===== config.mk =====
export PLATFORM = sky130hd
export DESIGN_NAME = bip_prog_loader
export DESIGN_NICKNAME = d
export VERILOG_FILES = /design/src/rtl/bip_pkg.sv /design/src/rtl/bip_prog_loader.sv
export SDC_FILE = /design/constraint.sdc
export NUM_CORES = 1
export LEC_CHECK = 0
export CAP_MARGIN = 10
export CELL_PAD_IN_SITES_DETAIL_PLACEMENT = 0
export CELL_PAD_IN_SITES_GLOBAL_PLACEMENT = 1
export CORE_MARGIN = 2
export CORE_UTILIZATION = 42
export DETAILED_ROUTE_END_ITERATION = 7
export DONT_BUFFER_PORTS = 1
export PLACE_DENSITY = 0.71
export SKIP_LAST_GASP = 1
export SYNTH_ARGS = -nofsm -noshare
export SYNTH_HDL_FRONTEND = slang
export SYNTH_SLANG_ARGS = --single-unit
export TNS_END_PERCENT = 5

===== constraint.sdc =====
create_clock -name i_clock -period 1.4 [get_ports i_clock]
set_input_delay 0.35 -clock i_clock [delete_from_list [all_inputs] [get_ports i_clock]]
set_output_delay 0.35 -clock i_clock [all_outputs]
set_load 0.02 [all_outputs]

===== src/rtl/bip_pkg.sv =====
// Shared BIP definitions: instruction field widths, opcode constants, loader states and error codes.
// Used by the program loader and the instruction decoder.
package bip_pkg;

  localparam int NB_OPCODE  = 5;
  localparam int NB_OPERAND = 11;
  localparam int NB_INSTR   = NB_OPCODE + NB_OPERAND;

  localparam logic [NB_OPCODE-1:0] OP_HLT  = 5'd0;
  localparam logic [NB_OPCODE-1:0] OP_STO  = 5'd1;
  localparam logic [NB_OPCODE-1:0] OP_LD   = 5'd2;
  localparam logic [NB_OPCODE-1:0] OP_LDI  = 5'd3;
  localparam logic [NB_OPCODE-1:0] OP_ADD  = 5'd4;
  localparam logic [NB_OPCODE-1:0] OP_ADDI = 5'd5;
  localparam logic [NB_OPCODE-1:0] OP_SUB  = 5'd6;
  localparam logic [NB_OPCODE-1:0] OP_SUBI = 5'd7;

  localparam logic [1:0] ERR_NONE     = 2'b00;
  localparam logic [1:0] ERR_OPCODE   = 2'b01;
  localparam logic [1:0] ERR_OVERFLOW = 2'b10;
  localparam logic [1:0] ERR_CHECKSUM = 2'b11;

  typedef enum logic [2:0] {
    ST_WAIT_HI,
    ST_WAIT_LO,
    ST_DONE,
    ST_ERROR,
    ST_CHECK
  } loader_state_e;

  // The instruction set is dense from HLT up to SUBI.
  function automatic logic opcode_valid(input logic [NB_OPCODE-1:0] op);
    return op <= OP_SUBI;
  endfunction

endpackage


===== src/rtl/bip_prog_loader.sv =====
// BIP program loader: assembles UART bytes into 16-bit instructions and writes them to program RAM.
// Optional macro BIP_LOADER_CHECKSUM_EN adds a trailing XOR checksum byte verified before the CPU runs.
module bip_prog_loader
  import bip_pkg::*;
#(
  parameter int NB_BYTE    = 8,
  parameter int NB_ADDR    = 11,
  parameter int PROG_DEPTH = 2048
) (
  input  logic                i_clock,
  input  logic                i_reset,
  input  logic [NB_BYTE-1:0]  i_rx_data,
  input  logic                i_rx_done,
  input  logic                i_restart,
  output logic                o_wr_en,
  output logic [NB_ADDR-1:0]  o_wr_addr,
  output logic [NB_INSTR-1:0] o_wr_data,
  output logic                o_cpu_enable,
  output logic                o_done,
  output logic                o_error,
  output logic [1:0]          o_error_code
);

  localparam logic [NB_ADDR-1:0] LAST_ADDR = NB_ADDR'(PROG_DEPTH - 1);

  loader_state_e       state_q;
  logic [NB_ADDR-1:0]  addr_q;
  logic [NB_BYTE-1:0]  hi_q;
  logic                wr_en_q;
  logic [NB_ADDR-1:0]  wr_addr_q;
  logic [NB_INSTR-1:0] wr_data_q;
  logic                done_q;
  logic                cpu_en_q;
  logic                error_q;
  logic [1:0]          code_q;
`ifdef BIP_LOADER_CHECKSUM_EN
  logic [NB_BYTE-1:0]  csum_q;
`endif

  logic [NB_OPCODE-1:0] rx_opcode;
  logic [NB_OPCODE-1:0] hi_opcode;

  assign rx_opcode = i_rx_data[NB_BYTE-1 -: NB_OPCODE];
  assign hi_opcode = hi_q[NB_BYTE-1 -: NB_OPCODE];

  always_ff @(posedge i_clock) begin
    if (i_reset) begin
      state_q   <= ST_WAIT_HI;
      addr_q    <= '0;
      hi_q      <= '0;
      wr_en_q   <= 1'b0;
      wr_addr_q <= '0;
      wr_data_q <= '0;
      done_q    <= 1'b0;
      cpu_en_q  <= 1'b0;
      error_q   <= 1'b0;
      code_q    <= ERR_NONE;
`ifdef BIP_LOADER_CHECKSUM_EN
      csum_q    <= '0;
`endif
    end else begin
      // NOTE: defaulting the strobe low here is what limits each write to one cycle.
      wr_en_q <= 1'b0;
      unique case (state_q)
        ST_WAIT_HI: begin
          if (i_rx_done) begin
`ifdef BIP_LOADER_CHECKSUM_EN
            csum_q <= csum_q ^ i_rx_data;
`endif
            if (opcode_valid(rx_opcode)) begin
              hi_q    <= i_rx_data;
              state_q <= ST_WAIT_LO;
            end else begin
              error_q <= 1'b1;
              code_q  <= ERR_OPCODE;
              state_q <= ST_ERROR;
            end
          end
        end
        ST_WAIT_LO: begin
          if (i_rx_done) begin
`ifdef BIP_LOADER_CHECKSUM_EN
            csum_q <= csum_q ^ i_rx_data;
`endif
            wr_en_q   <= 1'b1;
            wr_addr_q <= addr_q;
            wr_data_q <= {hi_q, i_rx_data};
            if (hi_opcode == OP_HLT) begin
`ifdef BIP_LOADER_CHECKSUM_EN
              state_q  <= ST_CHECK;
`else
              done_q   <= 1'b1;
              cpu_en_q <= 1'b1;
              state_q  <= ST_DONE;
`endif
            end else if (addr_q == LAST_ADDR) begin
              // Last word is still stored; the counter stays put so nothing wraps to 0.
              error_q <= 1'b1;
              code_q  <= ERR_OVERFLOW;
              state_q <= ST_ERROR;
            end else begin
              addr_q  <= addr_q + 1'b1;
              state_q <= ST_WAIT_HI;
            end
          end
        end
`ifdef BIP_LOADER_CHECKSUM_EN
        ST_CHECK: begin
          if (i_rx_done) begin
            if (i_rx_data == csum_q) begin
              done_q   <= 1'b1;
              cpu_en_q <= 1'b1;
              state_q  <= ST_DONE;
            end else begin
              error_q <= 1'b1;
              code_q  <= ERR_CHECKSUM;
              state_q <= ST_ERROR;
            end
          end
        end
`endif
        ST_DONE, ST_ERROR: begin
          // Restart takes priority over any byte arriving in the same cycle.
          if (i_restart) begin
            state_q  <= ST_WAIT_HI;
            addr_q   <= '0;
            done_q   <= 1'b0;
            cpu_en_q <= 1'b0;
            error_q  <= 1'b0;
            code_q   <= ERR_NONE;
`ifdef BIP_LOADER_CHECKSUM_EN
            csum_q   <= '0;
`endif
          end
        end
        default: state_q <= ST_WAIT_HI;
      endcase
    end
  end

  assign o_wr_en      = wr_en_q;
  assign o_wr_addr    = wr_addr_q;
  assign o_wr_data    = wr_data_q;
  assign o_cpu_enable = cpu_en_q;
  assign o_done       = done_q;
  assign o_error      = error_q;
  assign o_error_code = code_q;

endmodule


* Yosys cells after proc, flatten, opt, wreduce, memory -nomap -nowiden
Index checks and enable logic that the tools add are counted.
** Storage, ports and cells
- Memory bits (writable) :: 0
- Output and inout port bits :: 33
- Register bits :: 54
- Input bits :: 12
- ROM bits :: 0
- Memories kept :: 0
- Word-level logic and storage cells :: 66
- Bits in latches :: 0
** Cells by class
- Reduce and logical (&&, ||, !) cells :: 12
- Bitwise operators :: 1
- $mul :: 0
- Shift-type cells :: 0
- $add $sub $neg :: 1
- Magnitude comparators :: 1
- Multiplexer cells :: 30
- Div/mod/pow operators :: 0
- Equal/unequal tests :: 12
** Operators with widths (number)
- $mux 11 :: 4
- $pmux 11 s2 :: 1
- $mux 2 :: 9
- $ne 2x2->1 const B :: 8
- $add 11x1->11 const B :: 1
- $eq 11x11->1 const B :: 1
- $mux 1 :: 9
- $mux 3 :: 3
- $pmux 3 s3 :: 1
- $reduce_and 7->1 :: 1
- $eq 3x2->1 const B :: 2
- $pmux 2 s3 :: 1
- $reduce_and 3->1 :: 2
- $le 5x3->1 const B :: 1
- $logic_not 5->1 :: 1
- $reduce_and 5->1 :: 1
- $reduce_and 4->1 :: 1
- $reduce_or 2->1 :: 2
- $eq 3x1->1 const B :: 1
- $logic_not 3->1 :: 1
- $pmux 1 s3 :: 1
- $reduce_bool 3->1 :: 1
- $pmux 1 s2 :: 1
- $reduce_and 2->1 :: 1
- 2 further kinds :: 2

* Logic depth before layout (Yosys ltp)
Gate-level depths: netlist of run 1.
- Depth after elaboration :: 5
- Gate-level depth with buffers :: 6
- Depth with buffers taken out :: 5

* Worst setup path before layout of run 1
No wires, ideal clock.
- Kind :: reg2reg
- From :: register addr_q[0]
- To :: register addr_q[4]
- Data required time :: 1.269 ns
- Data arrival time :: 1.382 ns
- Cell stages (with the launch flop) :: 7
- Library setup time :: 0.131 ns
- Period minus slack after synthesis :: 1.513 ns
- Path buffers :: 1
- Path slack :: -0.113 ns
- Cell sequence :: dfxtp_1 -> ha_1 -> and3_1 -> and4_4 -> buf_6 -> o311ai_1 -> o41ai_1
** Between the ends
- Cells in the longest elaborated chain, start to end :: 5
- Elaborated cells on any way between the ends :: 8
- Those cells by class :: add/sub (1); eq/ne (2); mux (4); reduce/logical (1)
** RTL lines
- start, declared :: RTL line bip_prog_loader.sv:27 : logic [NB_ADDR-1:0] addr_q;
- start signal, assigned :: RTL line bip_prog_loader.sv:102 : addr_q <= addr_q + 1'b1;
- $add 11x1->11 :: RTL line bip_prog_loader.sv:102
- $mux 11 :: RTL line bip_prog_loader.sv:96 : end else if (addr_q == LAST_ADDR) begin
- $mux 11 :: RTL line bip_prog_loader.sv:88 : if (hi_opcode == OP_HLT) begin
- $mux 11 :: RTL line bip_prog_loader.sv:81 : if (i_rx_done) begin
- $pmux 11 s2 :: RTL line bip_prog_loader.sv:64 : unique case (state_q)
Several ways; a longest one is shown, not always the timed one. The select of a mux whose other input is x is not followed.
A chain may end at the register's enable or synchronous reset.

* Final worst setup path of run 1
- From :: register addr_q[0]
- To :: register addr_q[7]
Same word-level chain as after synthesis.

==> flow_metrics.tcl, run 1 <==
set metrics [dict create \
    required_ns 1.58 \
    ys_async_sr_fraction_pct 0 \
    ys.flop_type "dfxtp_1" \
    port_buffers 0 \
    cts_max_level 2 \
    vias_per_cell 5.47 \
    period_share_pct 104 \
    ir_drop_v 0.000416 \
    drv_cap 0 \
    r2r_start "addr_q[0]" \
    clockBufferDepth 2 \
    ios 45 \
    clock.fmax_mhz 686 \
    powerDensity_nw_per_um2 983 \
    start_util_pct 44.1 \
    drt_iter0_markers 173 \
    synth_cell_types 49 \
    p_comb_share_pct 8.8 \
    synth_area_um2 2280 \
    synthTopCellsByArea "dfxtp_1, nand2_1, a21oi_1" \
    power.share.switching_pct 25.3 \
    slew_viol_final 0 \
    antenna_cells 0 \
    ys_seq_elements 53 \
    drive_gt1_share_pct 26.6 \
    setup_ws_ns -0.0583 \
    dp_hpwl_um 3920 \
    post_drt_wl_per_cell_um 16.2 \
    intPower_mw 2.00 \
    power_frac_seq_pct 59.7 \
    synth_top_area_share_pct 46.5 \
    violations "negative setup slack" \
    status "complete, but fails checks" \
    dieHeight_um 77.7 \
    grt_max_degree 52 \
    p_leak_nw 1.03 \
    wl_um 5810 \
    cts.sinks 53 \
    nFillCells 502 \
    yosysTopAreaCell "dfxtp_1" \
    reg2reg_depth 5 \
    clkPwrFrac_pct 31.5 \
    dp_slack_ns -0.106 \
    dieArea_um2 6040 \
    syn-num-nets 276 \
    synthMostInstantiatedCell "nand2_1" \
    grt_pass1_wl_um 9360 \
    worstMarginPinSlew_ns 0.456 \
    grt_pass1_vias 1781 \
    postRouteAntennaNets 0 \
    rsz0062_at_grt "true" \
    finalNetCount 301 \
    clk_latency_ns 0.30 \
    slew-limit-headroom_pct 69.6 \
    worst_setup_path_end_kind "flip-flop" \
    drtPass1Iterations 4 \
    critPathArrivalTime_ns 1.64 \
    critPathCapture "addr_q[7]" \
    drc 0 \
    whs_ns 0.104 \
    cp_max_fo 5 \
    track_usage_pct 19.4 \
    rows 26 \
    synth_edf_count 0 \
    synthTopCellsByCount "nand2_1, dfxtp_1, a21oi_1, nor2_1, clkbuf_1" \
    clk_pin_slew_ns 0.09 \
    hold_violations 0 \
    startpoint_type "flip-flop" \
    reg2reg_slack_ns -0.06 \
    total_power_mw 2.68 \
    hp-class "input pin to flip-flop" \
    syn_area_per_cell_um2 8.68 \
    ys_seq_area_share_pct 46.5 \
    place.gp.congestion 0.798 \
    vias 1963 \
    period_minus_slack_ns 1.46 \
    cts_tree "built" \
    synthCells 263 \
    area_growth_pct 19.5 \
    clock_skew_ns 0.00563 \
    antenna_found_initial 0 \
    critPathKind "flip-flop to flip-flop" \
    worstReg2RegEnd "addr_q[7]" \
    cts_root_buf "clkbuf_8" \
    core-area_um2 5170 \
    die_w_um 77.7 \
    cts_made_buffers 5 \
    crit_start "addr_q[0]" \
    yosysWarnings 0 \
    grt_remaining_overflow 0 \
    setup_viol 5 \
    hold_buffers 0 \
    p_switching_mw 0.679 \
]
layout make-up:
type	count	area, µm²	area share (%)
Inverter	5	18.8	0.688
Tap cell	70	87.6	3.21
Timing Repair Buffer	36	270	9.90
Clock inverter	1	7.51	0.275
Multi-Input combinational cell	187	1190	43.7
Sequential cell	53	1070	39.4
Clock buffer	7	76.3	2.80
registers in the layout (all words and copies together) (netlist names):
| signal | cells |
|---|---|
| o_error | 1 |
| o_wr_addr | 11 |
| addr_q | 11 |
| o_wr_data | 16 |
| o_error_code | 2 |
| o_wr_en | 1 |
| state_q | 2 |
| hi_q | 8 |
| o_cpu_enable | 1 |
power groups by stage:
stage / sequential, mW / combinational [mW] / clock, mW
3_3_place_gp: 1.64 / 0.223 / 0
4_1_cts: 1.60 / 0.224 / 0.878
6_report: 1.60 / 0.235 / 0.845
5_1_grt: 1.61 / 0.260 / 0.923
3_5_place_dp: 1.64 / 0.222 / 0
2_1_floorplan: 1.62 / 0.191 / 0
logic make-up (layout without fill, tap and decap cells):
group / after synthesis / count (layout) / synth area share (%)
adders and majority gates: 1 / 1 / 0.548
and+or+nand+nor: 108 / 109 / 23.7
AOI/OAI and AO/OA: 71 / 71 / 21.3
muxes: 6 / 6 / 2.63
buffers and inverters: 24 / 49 / 5.37
DFF: 53 / 53 / 46.5
through the flow:
stage	setup TNS [ns]	cell area, µm²	instances	utilization, %
floorplan	-0.168	2290	263	-
global placement	-0.529	2540	349	49.1
detailed placement	-0.986	2540	349	49.1
CTS	-0.432	2630	357	50.8
global route	-0.832	2730	359	52.8
finish	-0.114	2730	359	52.8
critical path, cell delays in order (launching register included):
cell	delay (ns)
dfxtp_2	0.35
ha_4	0.17
and3_4	0.20
and4_4	0.18
o311ai_2	0.31
o41ai_2	0.12
how the worst min path moves through the flow:
stage / slack, ns / end / startpoint / depth (start not counted)
CTS: 0.09 / addr_q[6] / i_reset / 1
global placement: 0.42 / addr_q[6] / i_reset / 1
finish: 0.10 / addr_q[6] / i_reset / 1
floorplan: 0.43 / o_wr_data[10] / hi_q[2] / 2
detailed placement: 0.42 / addr_q[5] / i_reset / 1
global route: 0.09 / addr_q[6] / i_reset / 1
routing by layer:
layer	track usage (%)	vias to the layer above	wire length, µm
met5	0	-	0
met4	5.36	0	46
met3	5.47	4	413
met2	25.8	65	2460
met1	30.1	909	2890
li1	-	985	-
placed cells by master (no fill, tap or decap), types with 4 or more instances in the layout:
master / count
nor3_1: 5
nand2_1: 60
buf_4: 36
a21oi_1: 33
and3_1: 4
mux2i_1: 6
inv_1: 5
dfxtp_2: 8
clkbuf_8: 5
nor2_1: 13
dfxtp_1: 44
what timing repair did:
action,in CTS,in global routing
resized for setup,3,21
endpoints found under the hold margin,0,0
setup endpoints to repair,21,24
cloned,0,1
pin swaps,0,2
buffers inserted,0,1
No activity file was read; power rests on OpenSTA's default activity.
==> run 2: changes to the inputs <==
ABC_CLOCK_PERIOD_IN_PS = 1400   (was unset)
==> results of run 2 <==
The final DEF is identical to that of run 1; final timing and power are the same.
